### config.mk
export PLATFORM = sky130hd
export DESIGN_NAME = fifo_wr_arbiter
export DESIGN_NICKNAME = d
export VERILOG_FILES = /design/src/rtl/fifo_wr_arbiter.sv
export SDC_FILE = /design/constraint.sdc
export NUM_CORES = 1
export LEC_CHECK = 0
export ABC_AREA = 1
export BUFFER_PORTS_ARGS = -buffer_cell sky130_fd_sc_hd__buf_4
export CAP_MARGIN = 5
export CORE_MARGIN = 5
export CORE_UTILIZATION = 25
export CTS_CLUSTER_DIAMETER = 120
export DETAILED_ROUTE_END_ITERATION = 10
export GPL_TIMING_DRIVEN = 0
export PLACE_DENSITY_LB_ADDON = 0.08
export SYNTH_ARGS = -nofsm -noshare
export SYNTH_HDL_FRONTEND = slang
export SYNTH_SLANG_ARGS = --single-unit
### constraint.sdc
create_clock -name clk -period 4.1 [get_ports clk]
set_input_delay 0.615 -clock clk [delete_from_list [all_inputs] [get_ports clk]]
set_output_delay 0.615 -clock clk [all_outputs]
set_load 0.03 [all_outputs]
### src/rtl/fifo_wr_arbiter.sv
// Round-robin arbiter for the shared FIFO write port.
// Each owner gets a burst of up to BURST_LEN beats, then the grant rotates.
// FIFO full stalls the owner without losing data or ownership.
module fifo_wr_arbiter #(
    parameter int NUM_REQ    = 4,
    parameter int DATA_WIDTH = 8,
    parameter int BURST_LEN  = 4
) (
    input  logic                          clk,
    input  logic                          rst_n,
    input  logic [NUM_REQ-1:0]            req_valid,
    input  logic [NUM_REQ*DATA_WIDTH-1:0] req_data,
    output logic [NUM_REQ-1:0]            req_ready,
    input  logic                          fifo_full,
    output logic                          fifo_wr_en,
    output logic [DATA_WIDTH-1:0]         fifo_wr_data,
    output logic [NUM_REQ-1:0]            grant,
    output logic [$clog2(NUM_REQ)-1:0]    grant_id
);

    localparam int ID_W  = $clog2(NUM_REQ);
    localparam int CNT_W = $clog2(BURST_LEN + 1);

    typedef enum logic {IDLE = 1'b0, GRANT = 1'b1} state_t;

    state_t             state_reg, state_next;
    logic [NUM_REQ-1:0] grant_reg, grant_next;
    logic [ID_W-1:0]    grant_id_reg, grant_id_next;
    logic [ID_W-1:0]    last_reg, last_next;
    logic [CNT_W-1:0]   beat_reg, beat_next;

    logic [DATA_WIDTH-1:0] data_slice [NUM_REQ];
    logic                  pick_found;
    logic [ID_W-1:0]       pick_id;
    logic [ID_W-1:0]       cand;
    logic                  owner_valid;
    logic                  xfer;
    logic [CNT_W-1:0]      beat_inc;
    logic                  in_grant;

    // Per-requester data slices and ready bits; ready is gated by state so it
    // drops as soon as reset clears the state register.
    genvar gi;
    generate
        for (gi = 0; gi < NUM_REQ; gi++) begin : g_req
            assign data_slice[gi] = req_data[gi*DATA_WIDTH +: DATA_WIDTH];
            assign req_ready[gi]  = in_grant && (grant_id_reg == ID_W'(gi)) && !fifo_full;
        end
    endgenerate

    assign in_grant    = (state_reg == GRANT);
    assign owner_valid = req_valid[grant_id_reg];
    assign xfer        = in_grant && owner_valid && !fifo_full;
    assign beat_inc    = beat_reg + 1'b1;
    assign grant       = grant_reg;
    assign grant_id    = grant_id_reg;

    // State register: all arbitration state, cleared asynchronously.
    always_ff @(posedge clk or negedge rst_n) begin
        if (!rst_n) begin
            state_reg    <= IDLE;
            grant_reg    <= '0;
            grant_id_reg <= '0;
            last_reg     <= ID_W'(NUM_REQ - 1);
            beat_reg     <= '0;
        end else begin
            state_reg    <= state_next;
            grant_reg    <= grant_next;
            grant_id_reg <= grant_id_next;
            last_reg     <= last_next;
            beat_reg     <= beat_next;
        end
    end

    // Round-robin search starting just after the last owner; the pointer
    // wraps by explicit compare so non-power-of-two NUM_REQ works.
    always_comb begin
        pick_found = 1'b0;
        pick_id    = '0;
        cand       = last_reg;
        for (int k = 0; k < NUM_REQ; k++) begin
            if (cand == ID_W'(NUM_REQ - 1)) cand = '0;
            else                            cand = cand + 1'b1;
            if (!pick_found && req_valid[cand]) begin
                pick_found = 1'b1;
                pick_id    = cand;
            end
        end
    end

    // Next-state logic: grant in IDLE, count beats and release in GRANT.
    always_comb begin
        state_next    = state_reg;
        grant_next    = grant_reg;
        grant_id_next = grant_id_reg;
        last_next     = last_reg;
        beat_next     = beat_reg;
        case (state_reg)
            IDLE: begin
                if (pick_found) begin
                    state_next    = GRANT;
                    grant_next    = NUM_REQ'(1) << pick_id;
                    grant_id_next = pick_id;
                    beat_next     = '0;
                end
            end
            GRANT: begin
                if (!owner_valid) begin
                    state_next = IDLE;
                    grant_next = '0;
                    last_next  = grant_id_reg;
                end else if (xfer) begin
                    beat_next = beat_inc;
                    if (beat_inc == CNT_W'(BURST_LEN)) begin
                        state_next = IDLE;
                        grant_next = '0;
                        last_next  = grant_id_reg;
                    end
                end
            end
            default: state_next = IDLE;
        endcase
    end

    // FIFO write outputs: zero-latency path from the owner, gated by state.
    always_comb begin
        fifo_wr_en   = 1'b0;
        fifo_wr_data = '0;
        if (in_grant) begin
            fifo_wr_en   = xfer;
            fifo_wr_data = data_slice[grant_id_reg];
        end
    end

endmodule

-- Word-level counts from Yosys, hierarchy flattened
Cells that the tools add are included.
- output and inout bits: 19
- flip-flop bits (word level): 12
- input bits: 39
- word-level logic and storage cells: 100
- $lt $le $gt $ge: 6
- multiplexer cells: 44
- equality and inequality tests: 15
- add/subtract/negate cells: 5
- bitwise logic cells: 2
- shift operators: 1
- reduce and logical (&&, ||, !) cells: 22
- operators with widths (kind ; count):
    $mux 8 ; 3
    $mux 2 ; 11
    $bmux 8 s2 ; 1
    $mux 4 ; 4
    $lt 2x3->1 const B ; 5
    $mux 1 ; 14
    $logic_and 1x1->1 ; 13
    $eq 2x2->1 const B ; 6
    $bmux 1 s2 ; 5
    $mux 3 ; 3
    $reduce_and 3->1 ; 3
    $add 2x1->2 const B ; 4
    $ne 2x1->1 const B ; 4
    $pmux 4 s2 ; 1
    $ne 3x2->1 const B ; 2
    $pmux 3 s2 ; 1
    $logic_not 1->1 ; 4
    $shl 1x2->4 const A ; 1
    $add 3x1->3 const B ; 1
    $eq 3x3->1 const B ; 1
    $ge 3x3->1 const B ; 1
    $not 2->3 ; 1
    $eq 2x1->1 const B ; 1
    $logic_not 2->1 ; 1
    other kinds (4) ; 4

-- Longest topological paths before layout
Gate-level depths: netlist (run 1).
- depth after elaboration: 17
- gate-level depth with buffers: 14

-- Least setup slack after synthesis (run 1)
OpenSTA, ideal clock, no wires.
- path type: register -> output
- from: register grant_id_reg[0] (netlist: grant_id[0])
- to: output port fifo_wr_data[0]
- buffers on the path: 1
- arrival: 1.582 ns
- setup slack: 1.903 ns
- data required time: 3.485 ns
- cell stages (with the launch flop): 6
- path through: dfrtp_1 clkbuf_2 nand2_1 inv_1 a22oi_1 a21oi_1
- longest elaborated chain between the ends: 5
- ends and longest elaborated chain (item ; RTL line ; source):
    from (decl) ; 28 ; logic [ID_W-1:0] grant_id_reg, grant_id_next;
    from (signal assigned) ; 69 ; grant_id_reg <= grant_id_next;
    $not 2->3 (not written as such) ; 131 ; fifo_wr_data = data_slice[grant_id_reg];
    $bmux 8 s2 ; 131 ;
    $mux 8 (not written as such) (2 in a row) ; 131 ;
    $mux 8 ; 129 ; if (in_grant) begin
    to (decl) ; 16 ; output logic [DATA_WIDTH-1:0] fifo_wr_data,
No other way between the ends. The select of a mux whose other input is x is not followed.

-- Worst setup path after layout (run 1)
- from: register grant_id_reg[0] (netlist: grant_id[0])
- to: output port fifo_wr_en
- longest elaborated chain between the ends: 5
- ends and longest elaborated chain (item ; RTL line ; source):
    $bmux 1 s2 ; 52 ; assign owner_valid = req_valid[grant_id_reg];
    $mux 1 (not written as such) ; 52 ;
    $logic_and 1x1->1 (2 in a row) ; 53 ; assign xfer = in_grant && owner_valid && !fifo_full;
    $mux 1 ; 129 ;
    to (decl) ; 15 ; output logic fifo_wr_en,
No other way between the ends. The select of a mux whose other input is x is not followed.

==> results.tsv, run 1 <==
metric	value	unit
hold violation total from the final report	0	
Int Pwr	0.647	mW
Synth Register Bits	12	
hold_ws	208	ps
Die H	78.2	um
Worst Path Arrival	1860	ps
gr usage total	11.6	%
area grow syn2layout	47.1	%
max frequency	405	MHz
Comb power frac	78.4	%
CTS root buf	clkbuf_8	
IO Count	58	
Clock Sinks	12	
Final Setup Violations	0	
PostCTS Resize Cnt	0	
Die Footprint	0.00612	sq mm
post-DP HPWL	2.93	mm
Filler Cells Inserted	487	
share of cells above drive strength 1	34.3	%
CTS clk-pin slew, worst paths	50	ps
hold_buf cts	0	
startpoint types	flip-flop	
maximum capacitance violations	0	
fin crit share	60.3	%
Leak	0.940	nW
Clock power frac	8.3	%
Die Wd	78.2	um
synthesized cell area	0.00116	sq mm
synth warn	0	
register area	303	sq um
CP required	3480	ps
Synth Instances	175	
Least-Margin Pin Slew	515	ps
VDD IR-drop max	0.000439	V
Buffers on Ports	57	
Initial Utilization	26.2	%
RSZ-0062 raised after global routing	false	
Post-Syn Area per Cell	6.65	sq um
post-CTS setup repair buffer count	0	
Avg WL per Cell	12.7	um
Core Region	0.00444	sq mm
clk buf depth	2	
final WL	3.66	mm
Setup TNS Final	0	ps
initial antenna violation count	0	
Overflow after GRT	0	
Vias/cell	4.64	
clk_lat worst skew	230	ps
Largest register FFs	4	
Hold Crit Class	in2async	
TritonCTS Buffers	3	
Vias	1335	
largest net degree at the start of global routing	13	
Synth cell types	28	
H-tree depth	1	
Slew Limit Headroom	65.6	%
Synth Net Count	217	
# DRC	0	
CP max FO	9	
DRT antenna net count	0	
initial DRC count	40	
Pwr Density	879	mW/mm^2
multi-input logic area	756	sq um
switching share of total power	57.0	%
CTS tree	yes	
global-route wire length before repair	5.91	mm
Tmin final	2470	ps
Cell Rows	24	
Final nets	279	
1st-pass router iterations	4	
Setup Skew	1.04	ps
number of global-route vias before repair	1282	
GP Congestion	0.809	
Slew Limit Fails	0	
outcome	finished clean	
crit path capture type	output port	
Setup CP Type	reg2out	
Sequential Power Share	13.3	%
sequential-to-total area share from yosys stat	26.0	%
Psw	0.857	mW
n_diodes	0	
## final timing paths
kind	cells after the start	slack [ps]	start	endpoint
worst min register to register	2	490	last_reg[1]	last_reg[1]
worst max register to register	11	2110	last_reg[0]	grant[0]
max in group asynchronous	1	3670	rst_n	last_reg[1]
worst max-delay path	9	1630	grant_id[0]	fifo_wr_en
worst min-delay path	1	210	rst_n	beat_reg[2]
min in group clk	2	490	last_reg[1]	last_reg[1]
## worst max-delay path, stage by stage, from the launching register on
cell      delay, ps
dfrtp_1         370
clkbuf_2        170
nor2_4          260
inv_1            90
o22ai_1         110
a21oi_1          50
nand2_1         120
nand2_1         140
inv_1           130
buf_4           170
## cell families after synthesis
| logic type | share of synthesized area (%) |
|---|---|
| simple gates | 41.4 |
| buf+inv | 9.03 |
| compound gates | 19.6 |
| fa+ha+maj | 3.23 |
| xor+xnor | 0.753 |
| flops | 26.0 |
## per-stage QoR
stage | worst slack (ps) | area [sq um] | cells | total power [mW] | utilization, %
floorplan | 1900 | 1160 | 175 | 1.07 | -
global placement | 1870 | 1660 | 284 | 1.40 | 37.3
detailed placement | 1860 | 1660 | 284 | 1.39 | 37.3
CTS | 1600 | 1710 | 288 | 1.53 | 38.5
global route | 1470 | 1710 | 288 | 1.66 | 38.5
finish | 1630 | 1710 | 288 | 1.50 | 38.5
## layout make-up
cell class,instances,area share [%]
flip-flops and latches,12,17.7
multi-input cells,138,44.2
well taps,52,3.80
plain buffers,3,1.17
repair buffers,57,25.0
inverters,22,4.97
clock buffers,4,3.22
## layer usage
layer / part of all wire, % / vias to the layer above / GRT usage [%]
met5: 0 / - / 0
met4: 0.22 / 0 / 1.57
met3: 9.6 / 2 / 4.23
met2: 44 / 50 / 19.0
met1: 46 / 569 / 15.0
li1: - / 714 / -
## Yosys cell counts
cell	instances	area share [%]
a21oi_1	9	3.9
a22oi_1	16	10
buf_6	1	0.97
clkbuf_1	1	0.32
clkbuf_2	1	0.43
clkinv_1	1	0.32
dfrtp_1	10	22
dfstp_2	2	4.5
ha_1	3	3.2
inv_1	18	5.8
inv_2	2	0.65
inv_4	1	0.54
nand2_1	53	17
nand2_2	2	1.1
nand2_4	3	2.9
nand3_1	22	9.5
nand3_2	2	1.7
nand4_1	2	1.1
nor2_1	9	2.9
nor2_2	2	1.1
nor2_4	2	1.9
nor2_8	1	1.7
nor3_1	1	0.43
o21ai_0	4	1.7
o21ai_1	4	1.7
o21ai_4	1	1.4
o22ai_1	1	0.54
xor2_1	1	0.75
## power by group through the flow
| stage | registers, mW | logic, mW | clock network, mW |
|---|---|---|---|
| finish | 0.201 | 1.18 | 0.125 |
| global route | 0.206 | 1.32 | 0.138 |
| CTS | 0.201 | 1.20 | 0.130 |
| detailed placement | 0.202 | 1.19 | 0 |
| global placement | 0.201 | 1.20 | 0 |
| floorplan | 0.239 | 0.831 | 0 |
## cells in the final DEF, fill, tap and decap left out, drive strengths merged, types with 6 or more instances in the layout
master / n
a21oi: 9
a22oi: 16
buf: 58
clkbuf: 6
dfrtp: 10
inv: 21
nand2: 58
nand3: 24
nor2: 14
o21ai: 9
Note: power is estimated with default switching activity, not from simulation.
==> run 2, diff against run 1 <==
clock period = 2.2 ns   (was 4.1 ns; I/O delays follow)
==> run 2 against run 1 <==
  * Routed wire length grew 1.4%
  * Global-route usage grew 0.072 points
  * Sequential share of layout area shrank 0.47 points
  * Critical endpoint is now fifo_wr_data[1]
==> results.tsv, run 2 (synthesis gave the netlist of run 1 again) <==
metric	value	unit	change
crit path capture type	output port		
Setup TNS Final	0	ps	unchanged
startpoint types	flip-flop		
RSZ-0062 raised after global routing	false		
commonest cells after routing, fill and taps aside	60 x buf_4, 51 x nand2_1, 22 x nand3_1		
Die H	78.2	um	unchanged
maximum capacitance violations	0		unchanged
post-DP HPWL	2.93	mm	unchanged
number of global-route vias before repair	1296		+1.1%
commonest non-fill, non-tap cell in the layout	buf_4		
IO Count	58		unchanged
Critical Path, Cell by Cell	clkbuf_2 > nand2_2 > clkinvlp_4 > buf_4 > a22oi_1 > a21oi_1 > buf_4		
Pwr Density	1630	mW/mm^2	+85%
CP max FO	7		-2
post-route total power	2.86	mW	+90%
max frequency	492	MHz	
n_diodes	0		unchanged
outcome	finished clean		
CP max-delay cell	dfrtp_1		
CTS tree	yes		
Die Footprint	0.00612	sq mm	unchanged
# DRC	0		unchanged
Cell Rows	24		unchanged
Tmin final	2030	ps	
Setup CP Type	reg2out		
Comb power frac	78.8	%	+0.4 points
Largest register FFs	4		unchanged
gr usage total	11.7	%	+0.072 points
area grow syn2layout	51.1	%	
H-tree depth	1		unchanged
Die Wd	78.2	um	unchanged
CP max stage delay	370	ps	about the same
VDD IR-drop max	0.000844	V	+92%
Slew Limit Headroom	65.3	%	-0.38 points
Least-Margin Pin Slew	521	ps	+5.65 ps
initial antenna violation count	0		unchanged
fin util	39.6	%	+1.0 points
global-route wire length before repair	5.95	mm	+0.69%
Setup Skew	0.369	ps	-0.672 ps
Hold Crit Class	in2reg		
switching share of total power	56.6	%	-0.36 points
1st-pass router iterations	4		unchanged
Slew Limit Fails	0		unchanged
final WL	3.71	mm	+1.4%
hold violation total from the final report	0		unchanged
share of cells above drive strength 1	36.7	%	+2.3 points
Final Setup Violations	0		unchanged
Leak	0.958	nW	+2.0%
clk_lat worst skew	230	ps	about the same
TritonCTS Buffers	3		unchanged
CTS clk-pin slew, worst paths	50	ps	about the same
fin crit share	92.3	%	
DRT antenna net count	0		unchanged
Vias	1345		+0.75%
WP buf/inv	4		unchanged
Initial Utilization	26.2	%	unchanged
Clock power frac	8.1	%	-0.2 points
Final nets	283		+1.4%
CP dominant cell by count	buf_4		
Int Pwr	1.24	mW	+92%
Psw	1.62	mW	+89%
CTS root buf	clkbuf_8		
Sequential Power Share	13.1	%	-0.2 points
Core Region	0.00444	sq mm	unchanged
Overflow after GRT	0		unchanged
clk buf depth	2		unchanged
crit-path leading delay family	buffers and inverters		
Worst Path Arrival	1700	ps	-160 ps
GP Congestion	0.809		unchanged
largest net degree at the start of global routing	13		unchanged
Buffers on Ports	57		unchanged
Avg WL per Cell	12.7	um	about the same
Vias/cell	4.61		-0.63%
initial DRC count	43		+7.5%
CP required	1870	ps	-1610 ps
Clock Sinks	12		unchanged
==> run 2: worst register-to-register path, cell delays in order, from the launching register on <==
cell and delay, ps:
dfstp_2 530, ha_1 270, inv_1 150, nand2_1 120
nand2_1 120, nand2_1 90, nand2_2 140, nand4_1 110
nand2_1 140, inv_1 70, nand3_1 80, nand2_1 50
==> run 2: worst paths after layout <==
path | depth (start not counted) | from | endpoint | slack [ps]
max | 7 | grant_id[0] | fifo_wr_data[1] | 170
min | 4 | fifo_full | beat_reg[0] | 460
max reg2reg | 11 | last_reg[0] | grant[0] | 220
min reg2reg | 2 | last_reg[1] | last_reg[1] | 490
max in group asynchronous | 2 | rst_n | last_reg[1] | 1510
min in group asynchronous | 2 | rst_n | beat_reg[0] | 470
==> run 2: what timing repair did <==
item,CTS,global route
hold buffers,1,0
setup endpoints to repair,1,1
resized for setup,0,5
setup buffers,0,3
endpoints found under the hold margin,10,0
pin swaps,1,1
==> run 2: per-stage QoR <==
stage / hold slack [ps] / area (sq um) / std cells / setup slack [ps]
2_1_floorplan: 34.4 / 1160 / 175 / 288
3_3_place_gp: 179 / 1660 / 284 / 208
3_5_place_dp: 177 / 1660 / 284 / 238
4_1_cts: 463 / 1720 / 289 / 2.24
5_1_grt: 478 / 1760 / 292 / 8.68
6_report: 458 / 1760 / 292 / 169
==> run 2: area by class of cell <==
cell class | instances | area [sq um]
well taps | 52 | 65.1
inverters | 22 | 88.8
fillers | 483 | 2690
plain buffers | 3 | 20.0
clock buffers | 4 | 55.1
multi-input cells | 138 | 766
repair buffers | 61 | 460
flip-flops and latches | 12 | 303
==> run 2: power by group through the flow <==
stage / Sequential (mW) / Clock [mW] / Combinational (mW)
after CTS: 0.374 / 0.243 / 2.23
after global routing: 0.387 / 0.257 / 2.51
after global placement: 0.375 / 0 / 2.24
after detailed placement: 0.377 / 0 / 2.22
after floorplan: 0.446 / 0 / 1.55
final: 0.375 / 0.231 / 2.25
==> run 2: routing by layer <==
metal,vias to the layer above,track usage [%],routed length (um)
li1,721,-,-
met1,578,15.0,1760
met2,44,19.2,1630
met3,2,4.23,306
met4,0,1.57,8
met5,-,0,0
